### config.mk
export PLATFORM = sky130hd
export DESIGN_NAME = rsp_buf_flat
export DESIGN_NICKNAME = d
export VERILOG_FILES = /design/src/rtl/rsp_buf_if.sv /design/src/rtl/rsp_buf.sv /design/src/flat_wrapper.sv
export SDC_FILE = /design/constraint.sdc
export NUM_CORES = 2
export LEC_CHECK = 0
export CAP_MARGIN = 10
export CORE_ASPECT_RATIO = 2
export CORE_MARGIN = 2
export CORE_UTILIZATION = 57
export CTS_CLUSTER_SIZE = 20
export DETAILED_ROUTE_END_ITERATION = 12
export HOLD_SLACK_MARGIN = 0.12
export PLACE_DENSITY = 0.76
export SYNTH_ARGS = -nofsm -noshare
export SYNTH_HDL_FRONTEND = slang
export SYNTH_SLANG_ARGS = --single-unit
### constraint.sdc
create_clock -name clk -period 17.1 [get_ports clk]
set_clock_uncertainty 0.05 [all_clocks]
set_input_delay 1.71 -clock clk [delete_from_list [all_inputs] [get_ports clk]]
set_output_delay 1.71 -clock clk [all_outputs]
set_load 0.01 [all_outputs]
### src/rtl/rsp_buf_if.sv
// Response handshake bundle: valid/tag/data forward, stall backward.
// The master drives push/rdctl/data; the slave drives stall.
interface rsp_buf_if;
  logic        push;
  logic [31:0] rdctl;
  logic [63:0] data;
  logic        stall;

  modport master (output push, output rdctl, output data, input stall);
  modport slave  (input push, input rdctl, input data, output stall);
endinterface

### src/rtl/rsp_buf.sv
// rsp_buf: registered MC response intake, FIFO buffer, registered forward stage and run-control FSM.
// Optional statistics (max_occ, stall_cyc) are built only when RSP_BUF_STATS_EN is defined.
module rsp_buf #(
  parameter int DEPTH     = 16,
  parameter int AFULL_LVL = 10
) (
  input  logic              clk,
  input  logic              reset_n,
  input  logic              start,
  input  logic [31:0]       edge_count,
  output logic              idle,
  output logic              done,
  rsp_buf_if.slave          mc,
  rsp_buf_if.master         ds,
  output logic              err_overflow,
  output logic              err_unexp,
  output logic [6:0]        max_occ,
  output logic [31:0]       stall_cyc
);

  localparam int AW = $clog2(DEPTH);
  localparam int CW = AW + 1;
  localparam logic [CW-1:0] FULL_C  = CW'(DEPTH);
  localparam logic [CW-1:0] AFULL_C = CW'(AFULL_LVL);

  typedef enum logic [1:0] {IDLE = 2'd0, RUN = 2'd1, DONE = 2'd2} state_t;

  state_t        state_r, state_nxt_s;
  logic          in_push_r;
  logic [31:0]   in_rdctl_r;
  logic [63:0]   in_data_r;
  logic [95:0]   mem_r [DEPTH];
  logic [AW-1:0] wr_ptr_r, rd_ptr_r;
  logic [CW-1:0] occ_r;
  logic [31:0]   remain_r;
  logic          out_push_r;
  logic [31:0]   out_rdctl_r;
  logic [63:0]   out_data_r;
  logic          err_overflow_r, err_unexp_r;
  logic          pop_s, wr_s, drop_s, start_acc_s, unexp_s, idle_s, done_s;

  // Per-cycle FIFO and control qualifiers.
  always_comb begin
    pop_s       = (occ_r != {CW{1'b0}}) && !ds.stall;
    wr_s        = in_push_r && ((occ_r != FULL_C) || pop_s);
    drop_s      = in_push_r && !wr_s;
    start_acc_s = (state_r == IDLE) && start;
    unexp_s     = in_push_r && (state_r != RUN);
  end

  // Stall is forced high during reset so the MC never pushes into a clearing buffer.
  assign mc.stall = !reset_n || (occ_r >= AFULL_C);

  // Input stage: one register level between MC and the FIFO write port.
  always_ff @(posedge clk) begin
    if (!reset_n) begin
      in_push_r  <= 1'b0;
      in_rdctl_r <= 32'd0;
      in_data_r  <= 64'd0;
    end else begin
      in_push_r  <= mc.push;
      in_rdctl_r <= mc.rdctl;
      in_data_r  <= mc.data;
    end
  end

  // Storage array; a write into the slot being read on a full FIFO is safe (old value read).
  always_ff @(posedge clk) begin
    if (wr_s) begin
      mem_r[wr_ptr_r] <= {in_rdctl_r, in_data_r};
    end else begin
      mem_r[wr_ptr_r] <= mem_r[wr_ptr_r];
    end
  end

  // FIFO pointers and occupancy.
  always_ff @(posedge clk) begin
    if (!reset_n) begin
      wr_ptr_r <= {AW{1'b0}};
      rd_ptr_r <= {AW{1'b0}};
      occ_r    <= {CW{1'b0}};
    end else begin
      if (wr_s) wr_ptr_r <= wr_ptr_r + {{(AW-1){1'b0}}, 1'b1};
      if (pop_s) rd_ptr_r <= rd_ptr_r + {{(AW-1){1'b0}}, 1'b1};
      case ({wr_s, pop_s})
        2'b10:   occ_r <= occ_r + {{(CW-1){1'b0}}, 1'b1};
        2'b01:   occ_r <= occ_r - {{(CW-1){1'b0}}, 1'b1};
        default: occ_r <= occ_r;
      endcase
    end
  end

  // Output stage: popped entry appears next cycle, tag/data hold otherwise.
  always_ff @(posedge clk) begin
    if (!reset_n) begin
      out_push_r  <= 1'b0;
      out_rdctl_r <= 32'd0;
      out_data_r  <= 64'd0;
    end else begin
      out_push_r <= pop_s;
      if (pop_s) begin
        {out_rdctl_r, out_data_r} <= mem_r[rd_ptr_r];
      end
    end
  end

  assign ds.push  = out_push_r;
  assign ds.rdctl = out_rdctl_r;
  assign ds.data  = out_data_r;

  // FSM state register.
  always_ff @(posedge clk) begin
    if (!reset_n) state_r <= IDLE;
    else          state_r <= state_nxt_s;
  end

  // FSM next state: a run ends once all expected pops happened and nothing is buffered or in flight.
  always_comb begin
    state_nxt_s = state_r;
    case (state_r)
      IDLE: begin
        if (start) state_nxt_s = RUN;
        else       state_nxt_s = IDLE;
      end
      RUN: begin
        if ((remain_r == 32'd0) && (occ_r == {CW{1'b0}}) && !in_push_r) state_nxt_s = DONE;
        else                                                            state_nxt_s = RUN;
      end
      DONE:    state_nxt_s = IDLE;
      default: state_nxt_s = IDLE;
    endcase
  end

  // FSM outputs.
  always_comb begin
    idle_s = 1'b0;
    done_s = 1'b0;
    case (state_r)
      IDLE:    idle_s = !start;
      DONE:    done_s = 1'b1;
      default: idle_s = 1'b0;
    endcase
  end

  assign idle = idle_s;
  assign done = done_s;

  // Remaining-response counter, saturating at zero.
  always_ff @(posedge clk) begin
    if (!reset_n) begin
      remain_r <= 32'd0;
    end else if (start_acc_s) begin
      remain_r <= edge_count;
    end else if ((state_r == RUN) && pop_s && (remain_r != 32'd0)) begin
      remain_r <= remain_r - 32'd1;
    end
  end

  // Sticky error flags; an event in the same cycle as the clearing start still records.
  always_ff @(posedge clk) begin
    if (!reset_n) begin
      err_overflow_r <= 1'b0;
      err_unexp_r    <= 1'b0;
    end else begin
      err_overflow_r <= (err_overflow_r & !start_acc_s) | drop_s;
      err_unexp_r    <= (err_unexp_r & !start_acc_s) | unexp_s;
    end
  end

  assign err_overflow = err_overflow_r;
  assign err_unexp    = err_unexp_r;

`ifdef RSP_BUF_STATS_EN
  logic [6:0]  max_occ_r;
  logic [31:0] stall_cyc_r;

  // Peak occupancy and stall-cycle statistics, restarted by each accepted start.
  always_ff @(posedge clk) begin
    if (!reset_n || start_acc_s) begin
      max_occ_r   <= 7'd0;
      stall_cyc_r <= 32'd0;
    end else begin
      if (7'(occ_r) > max_occ_r) max_occ_r <= 7'(occ_r);
      if (mc.stall) stall_cyc_r <= stall_cyc_r + 32'd1;
    end
  end

  assign max_occ   = max_occ_r;
  assign stall_cyc = stall_cyc_r;
`else
  assign max_occ   = 7'd0;
  assign stall_cyc = 32'd0;
`endif

endmodule

### src/flat_wrapper.sv
// flat-port wrapper written by rule: the top's interface ports become plain ports
module rsp_buf_flat 
#(
  parameter int DEPTH     = 16,
  parameter int AFULL_LVL = 10
)
  (clk, reset_n, start, edge_count, idle, done, err_overflow, err_unexp, max_occ, stall_cyc, mc_push, mc_rdctl, mc_data, mc_stall, ds_push, ds_rdctl, ds_data, ds_stall);
  rsp_buf_if mc_i ();
  rsp_buf_if ds_i ();
  input  logic clk;
  input  logic reset_n;
  input  logic start;
  input  logic [31:0] edge_count;
  output logic idle;
  output logic done;
  output logic err_overflow;
  output logic err_unexp;
  output logic [6:0] max_occ;
  output logic [31:0] stall_cyc;
  input wire logic [$bits(mc_i.push)-1:0] mc_push;
  input wire logic [$bits(mc_i.rdctl)-1:0] mc_rdctl;
  input wire logic [$bits(mc_i.data)-1:0] mc_data;
  output wire logic [$bits(mc_i.stall)-1:0] mc_stall;
  output wire logic [$bits(ds_i.push)-1:0] ds_push;
  output wire logic [$bits(ds_i.rdctl)-1:0] ds_rdctl;
  output wire logic [$bits(ds_i.data)-1:0] ds_data;
  input wire logic [$bits(ds_i.stall)-1:0] ds_stall;
  assign mc_i.push = mc_push;
  assign mc_i.rdctl = mc_rdctl;
  assign mc_i.data = mc_data;
  assign mc_stall = mc_i.stall;
  assign ds_push = ds_i.push;
  assign ds_rdctl = ds_i.rdctl;
  assign ds_data = ds_i.data;
  assign ds_i.stall = ds_stall;
  rsp_buf #(.DEPTH(DEPTH), .AFULL_LVL(AFULL_LVL)) u_core (.clk(clk), .reset_n(reset_n), .start(start), .edge_count(edge_count), .idle(idle), .done(done), .mc(mc_i), .ds(ds_i), .err_overflow(err_overflow), .err_unexp(err_unexp), .max_occ(max_occ), .stall_cyc(stall_cyc));
endmodule
== Word-level counts from Yosys, hierarchy flattened ==
Memories as Yosys holds them, arrays and structs flattened. A register that Yosys moved wholly into a read port is not among the register bits.
Index checks and enable logic that the tools add are counted.

* Register bits after elaboration: 147
* Input bits: 133
* Logic and storage cells: 68
* Memory bits (writable): 1536
* Memories: 1

* Bitwise gates (word level): 5
* Reductions and logical operators: 26
* Add/subtract/negate cells: 5
* Multiplexer cells: 12
* Eq/ne operators: 7
* Order comparisons: 1

{| class="wikitable"
|+ Memories
! memory !! words !! bits a word !! rd ports !! clocked after memory_dff !! wr ports !! RTL line !! text
|-
| u_core.mem_r || 16 || 96 || 1 || 1 || 1 || rsp_buf.sv:32 || <nowiki>logic [95:0] mem_r [DEPTH];</nowiki>
|}

{| class="wikitable"
|+ Operators by type and width
! operator !! number
|-
| 96-bit 2-to-1 mux || 1
|-
| 32-bit 2-to-1 mux || 2
|-
| 32-bit zero test || 1
|-
| 32-bit nonzero test || 1
|-
| 32-bit by 1-bit subtractor with 32-bit output (second input constant) || 1
|-
| 5-bit case mux with 2 select lines || 1
|-
| 1-bit logical AND || 9
|-
| 4-bit by 1-bit adder with 4-bit output (second input constant) || 2
|-
| 1-bit zero test || 7
|-
| 1-bit 2-to-1 mux || 6
|-
| 5-bit by 1-bit adder with 5-bit output (second input constant) || 1
|-
| 5-bit by 4-bit greater-or-equal comparator with 1-bit output (second input constant) || 1
|-
| 5-bit zero test || 1
|-
| 5-bit inequality test (second input constant) || 1
|-
| 5-bit nonzero test || 1
|-
| 5-bit by 1-bit subtractor with 5-bit output (second input constant) || 1
|-
| 2-bit by 1-bit equality test with 1-bit output (second input constant) || 2
|-
| 2-bit equality test (second input constant) || 2
|-
| 2-bit case mux with 2 select lines || 1
|-
| 2-bit nonzero test || 2
|-
| 1-bit bitwise OR || 3
|-
| 1-bit AND || 2
|-
| 2-bit zero test || 1
|-
| 1-bit logical OR || 2
|-
| other kinds (4) || 4
|}

== Longest topological paths before layout ==
* Depth after elaboration: 7
* Depth in mapped cells: 10
* Depth with buffers taken out: 10

== Least setup slack after synthesis ==
OpenSTA, ideal clock, no wires.

* Kind: input -> register
* From: input port ds_stall
* To: memory u_core.mem_r[3][0], enable pin
* Required time: 16.381 ns
* Library setup time: 0.669 ns
* Arrival: 8.994 ns
* Stages: 3
* Path slack: 7.387 ns
* Buffers on the path: 0
* Cell sequence: a31oi_1 nand2_1 nor3_1

* Longest elaborated chain between the ends: 7
* Elaborated cells on any way between the ends: 9

{| class="wikitable"
|+ RTL lines
! what !! RTL line !! text
|-
| start: declaration || flat_wrapper.sv:27 || <nowiki>input wire logic [$bits(ds_i.stall)-1:0] ds_stall;</nowiki>
|-
| 1-bit zero test (*) || rsp_buf.sv:44 || <nowiki>pop_s = (occ_r != {CW{1'b0}}) && !ds.stall;</nowiki>
|-
| 1-bit logical AND (*) || rsp_buf.sv:44 ||
|-
| 1-bit logical OR (*) || rsp_buf.sv:45 || <nowiki>wr_s = in_push_r && ((occ_r != FULL_C) || pop_s);</nowiki>
|-
| 1-bit logical AND (*) || rsp_buf.sv:45 ||
|-
| 1-bit 2-to-1 mux, on equally long branches || rsp_buf.sv:69, rsp_buf.sv:72 ||
|-
| 1-bit 2-to-1 mux (implied by the code) / 2-bit AND reduction (equally long branches) || n/a ||
|-
| 1-bit bitwise OR (no source line) (*) || n/a ||
|-
| end: declaration || rsp_buf.sv:32 ||
|}

Mark *: on every way between the ends. The rest lies on a longest branch, timed or not.

== Final worst setup path ==
* From: input port ds_stall
* To: memory u_core.mem_r[7][32], enable pin

The elaborated chain is that of the path after synthesis.

==> flow_summary.yaml <==
outcome:
  outcome: "completed"
timing:
  timing.hold.ws_ps: 430
  fin_tns_setup_ps: 0
  setup_viol: 0
  slew_violations: 0
  final.min_clock_period_ps: 5400
  slew_headroom: 0.136
  finalCritPeriodShare: 0.316
  rsz0062_at_grt: "no"
  tightestPinTransition_ps: 1300
  fmax_mhz: 185
  hold_viol: 0
global_routing:
  grt_pass1_vias: 33370
  grt_antenna_before_repair: 10
  grt_util_met1: 0.328
  met2_usage: 0.456
  track_usage: 0.260
  use_met3: 0.0434
  grt_max_degree: 119
  grt_overflow: 0
  grt_pass1_wl_um: 223000
  busiest_layer: "met2"
power:
  p_switching_mw: 2.56
  pwr-share-seq: 0.492
  power.leakage_nw: 23.5
  p_int_mw: 7.69
  ir_drop_mv: 0.111
  cellPowerDensity_nw_per_um2: 137
  combPwrFrac: 0.179
  switching_share: 0.250
  power.total_mw: 10.3
  clockPowerShare: 0.329
synth:
  synth_top_family_by_area: "multiplexers"
  yosys.area.top_type: "edfxtp_1"
  synth-compound-area-share: 0.0229
  async_flop_share: 0
  ys_ff_latch: 1779
  syn_area_um2: 66200
  synth-seq-area-share: 0.770
  synth.mux.area_fraction: 0.164
  synth_xor_area_frac: 0.00119
  synth-simple-area-share: 0.0238
  avgSynthCellArea_um2: 22.3
  ys_top_cells_by_area: "edfxtp_1 (70%), mux4_2 (16%), dfxtp_1 (7.4%)"
  yosys_warnings: 0
  synth-edff-count: 1536
  synth_top_area_frac: 0.697
  synth_ff_type: "edfxtp_1"
  yosysUniqueCellTypes: 62
  synth_cells: 2968
  synth_fa_ha_area_frac: 0.00200
clocking:
  cts_tree: "yes"
  clk_path_buf_depth: 3
  clockRootBuffer: "clkbuf_16"
  clock_latency_ps: 780
  postCtsSetupBuffers: 0
  cts_max_level: 4
  cts_buffers: 145
  clock_sinks: 1779
  holdBufCountCts: 0
  clk_pin_slew_ps: 70
  ctsResizeCount: 0
route:
  drcViolationCount: 0
  ant_nets: 0
  drt_wl_total_um: 151000
  viasPerCell: 6.50
  dr.first_iter.drc_count: 3372
  firstDrtPassIters: 5
  num_vias: 31690
  wl_per_cell_um: 31.0
floorplan:
  die_area_um2: 119000
  die_h_um: 486
  core_um2: 115000
  placementRows: 176
  die_w_um: 245
  start_util: 0.575
  ioPinCount: 274
run:
  maxCapViolCount: 0
setup_path:
  cp_max_fo: 45
  worst_setup_path_end_kind: "register"
  worstPathArrival_ps: 5750
  crit_required_ps: 17450
  criticalPathCategory: "in -> reg"
  crit_path_start_kind: "primary input"
finish:
  area_delta_synth_final_pct: 13.3
  final_layout_size_suffix_gt1_frac: 0.238
  fill_cells: 7207
  final-seq-area_um2: 51000
  multi_input_area_um2: 14400
  layout.nets: 3382
placed_design:
  gp_congestion: 0.869
  hpwl_um: 81100
  io_buffers: 234
hold_path:
  min_path_type: "reg -> reg"
## kinds of logic after synthesis
| group | count (synthesis) |
|---|---|
| XOR/XNOR | 9 |
| buffers and inverters | 216 |
| AND/OR/NAND/NOR | 272 |
| other | 1 |
| AO/OA/AOI/OAI | 196 |
| flip-flops | 1779 |
| multiplexers | 485 |
| adder cells (fa/ha/maj) | 10 |
## power groups by stage
stage	sequential, mW	clock, mW	combinational [mW]
2_1_floorplan	5.08	0	1.30
4_1_cts	5.05	3.42	1.87
3_3_place_gp	5.13	0	1.80
6_report	5.05	3.37	1.83
5_1_grt	5.07	3.57	1.94
3_5_place_dp	5.14	0	1.84
## sequential cells by signal (all words and copies together) (netlist names)
signal and flops:
u_core.ds.data 64, u_core.err_unexp 1, u_core.wr_ptr_r 4, u_core.mem_r 1536
u_core.in_push_r 1, u_core.in_data_r 64, u_core.occ_r 5, u_core.ds.rdctl 32
u_core.remain_r 32, u_core.err_overflow 1, u_core.rd_ptr_r 4, u_core.ds.push 1
u_core.in_rdctl_r 32, u_core.state_r 2
## critical path, stage by stage
cell and delay [ps]:
clkdlybuf4s50_1 520, a31oi_1 800, nand2_1 460, nor2_4 540, buf_4 840, buf_4 760
## metrics by stage
| step | utilization | cells | worst slack [ps] | cell area (um2) |
|---|---|---|---|---|
| floorplan | - | 3006 | 7390 | 66300 |
| global placement | 0.609 | 4605 | 11090 | 70200 |
| detailed placement | 0.609 | 4605 | 11000 | 70200 |
| CTS | 0.651 | 4877 | 11840 | 75000 |
| global route | 0.651 | 4879 | 11650 | 75000 |
| finish | 0.651 | 4879 | 11700 | 75000 |
## synth_stat cells (all sizes together), types with 2 or more instances
master	count
nand2b	3
inv	12
mux2i	3
o32ai	2
buf	90
or3	7
a21oi	16
a31oi	11
o31ai	5
and2	99
ha	9
mux2	2
nor3b	4
xor2	4
o21ai	27
nor4b	4
dfxtp	243
mux4	480
o211ai	3
clkbuf	113
edfxtp	1536
a21o	2
or2	4
a31o	3
nand2	23
a32o	4
o21a	4
nor2b	3
a311oi	2
nor2	44
nand4	8
o311ai	2
nand3	12
o221a	2
or4	13
and3	6
a22o	97
nor4	13
nor3	19
a211oi	11
xnor2	5
and4	7
## layout by cell type (no fill, tap or decap), drive strengths merged, types with 44 or more instances in the layout
cell and instances:
and2 99, buf 56, clkdlybuf4s50 233, dfxtp 243, edfxtp 1536, mux4 480, clkbuf 209, a22o 97
nor2 44
## layout make-up
cell class / instances / area share
antenna: 2 / 0.0000667
clock buffer: 209 / 0.0549
sequential: 1779 / 0.680
tap: 1513 / 0.0252
multi-input combinational: 1011 / 0.193
timing repair buffer: 289 / 0.0369
clock inverter: 63 / 0.00977
inverter: 13 / 0.000651
## worst paths after layout
path / to / startpoint / slack, ps / cells after the start
worst max-delay path: u_core.mem_r[7][32]$_DFFE_PP_ / ds_stall / 11700 / 6
worst min-delay path: u_core.ds.rdctl[3]$_SDFFE_PN0N_ / u_core.ds.rdctl[3]$_SDFFE_PN0N_ / 430 / 1
worst max register to register: u_core.mem_r[7][32]$_DFFE_PP_ / u_core.occ_r[0]$_SDFFE_PN0P_ / 12620 / 6
worst min register to register: u_core.ds.rdctl[3]$_SDFFE_PN0N_ / u_core.ds.rdctl[3]$_SDFFE_PN0N_ / 430 / 1
## metal layers
metal,part of all wire,up-vias
li1,-,12887
met1,0.35,16794
met2,0.54,1704
met3,0.074,297
met4,0.031,8
met5,0.00030,-
(Power assumes the default switching activity.)
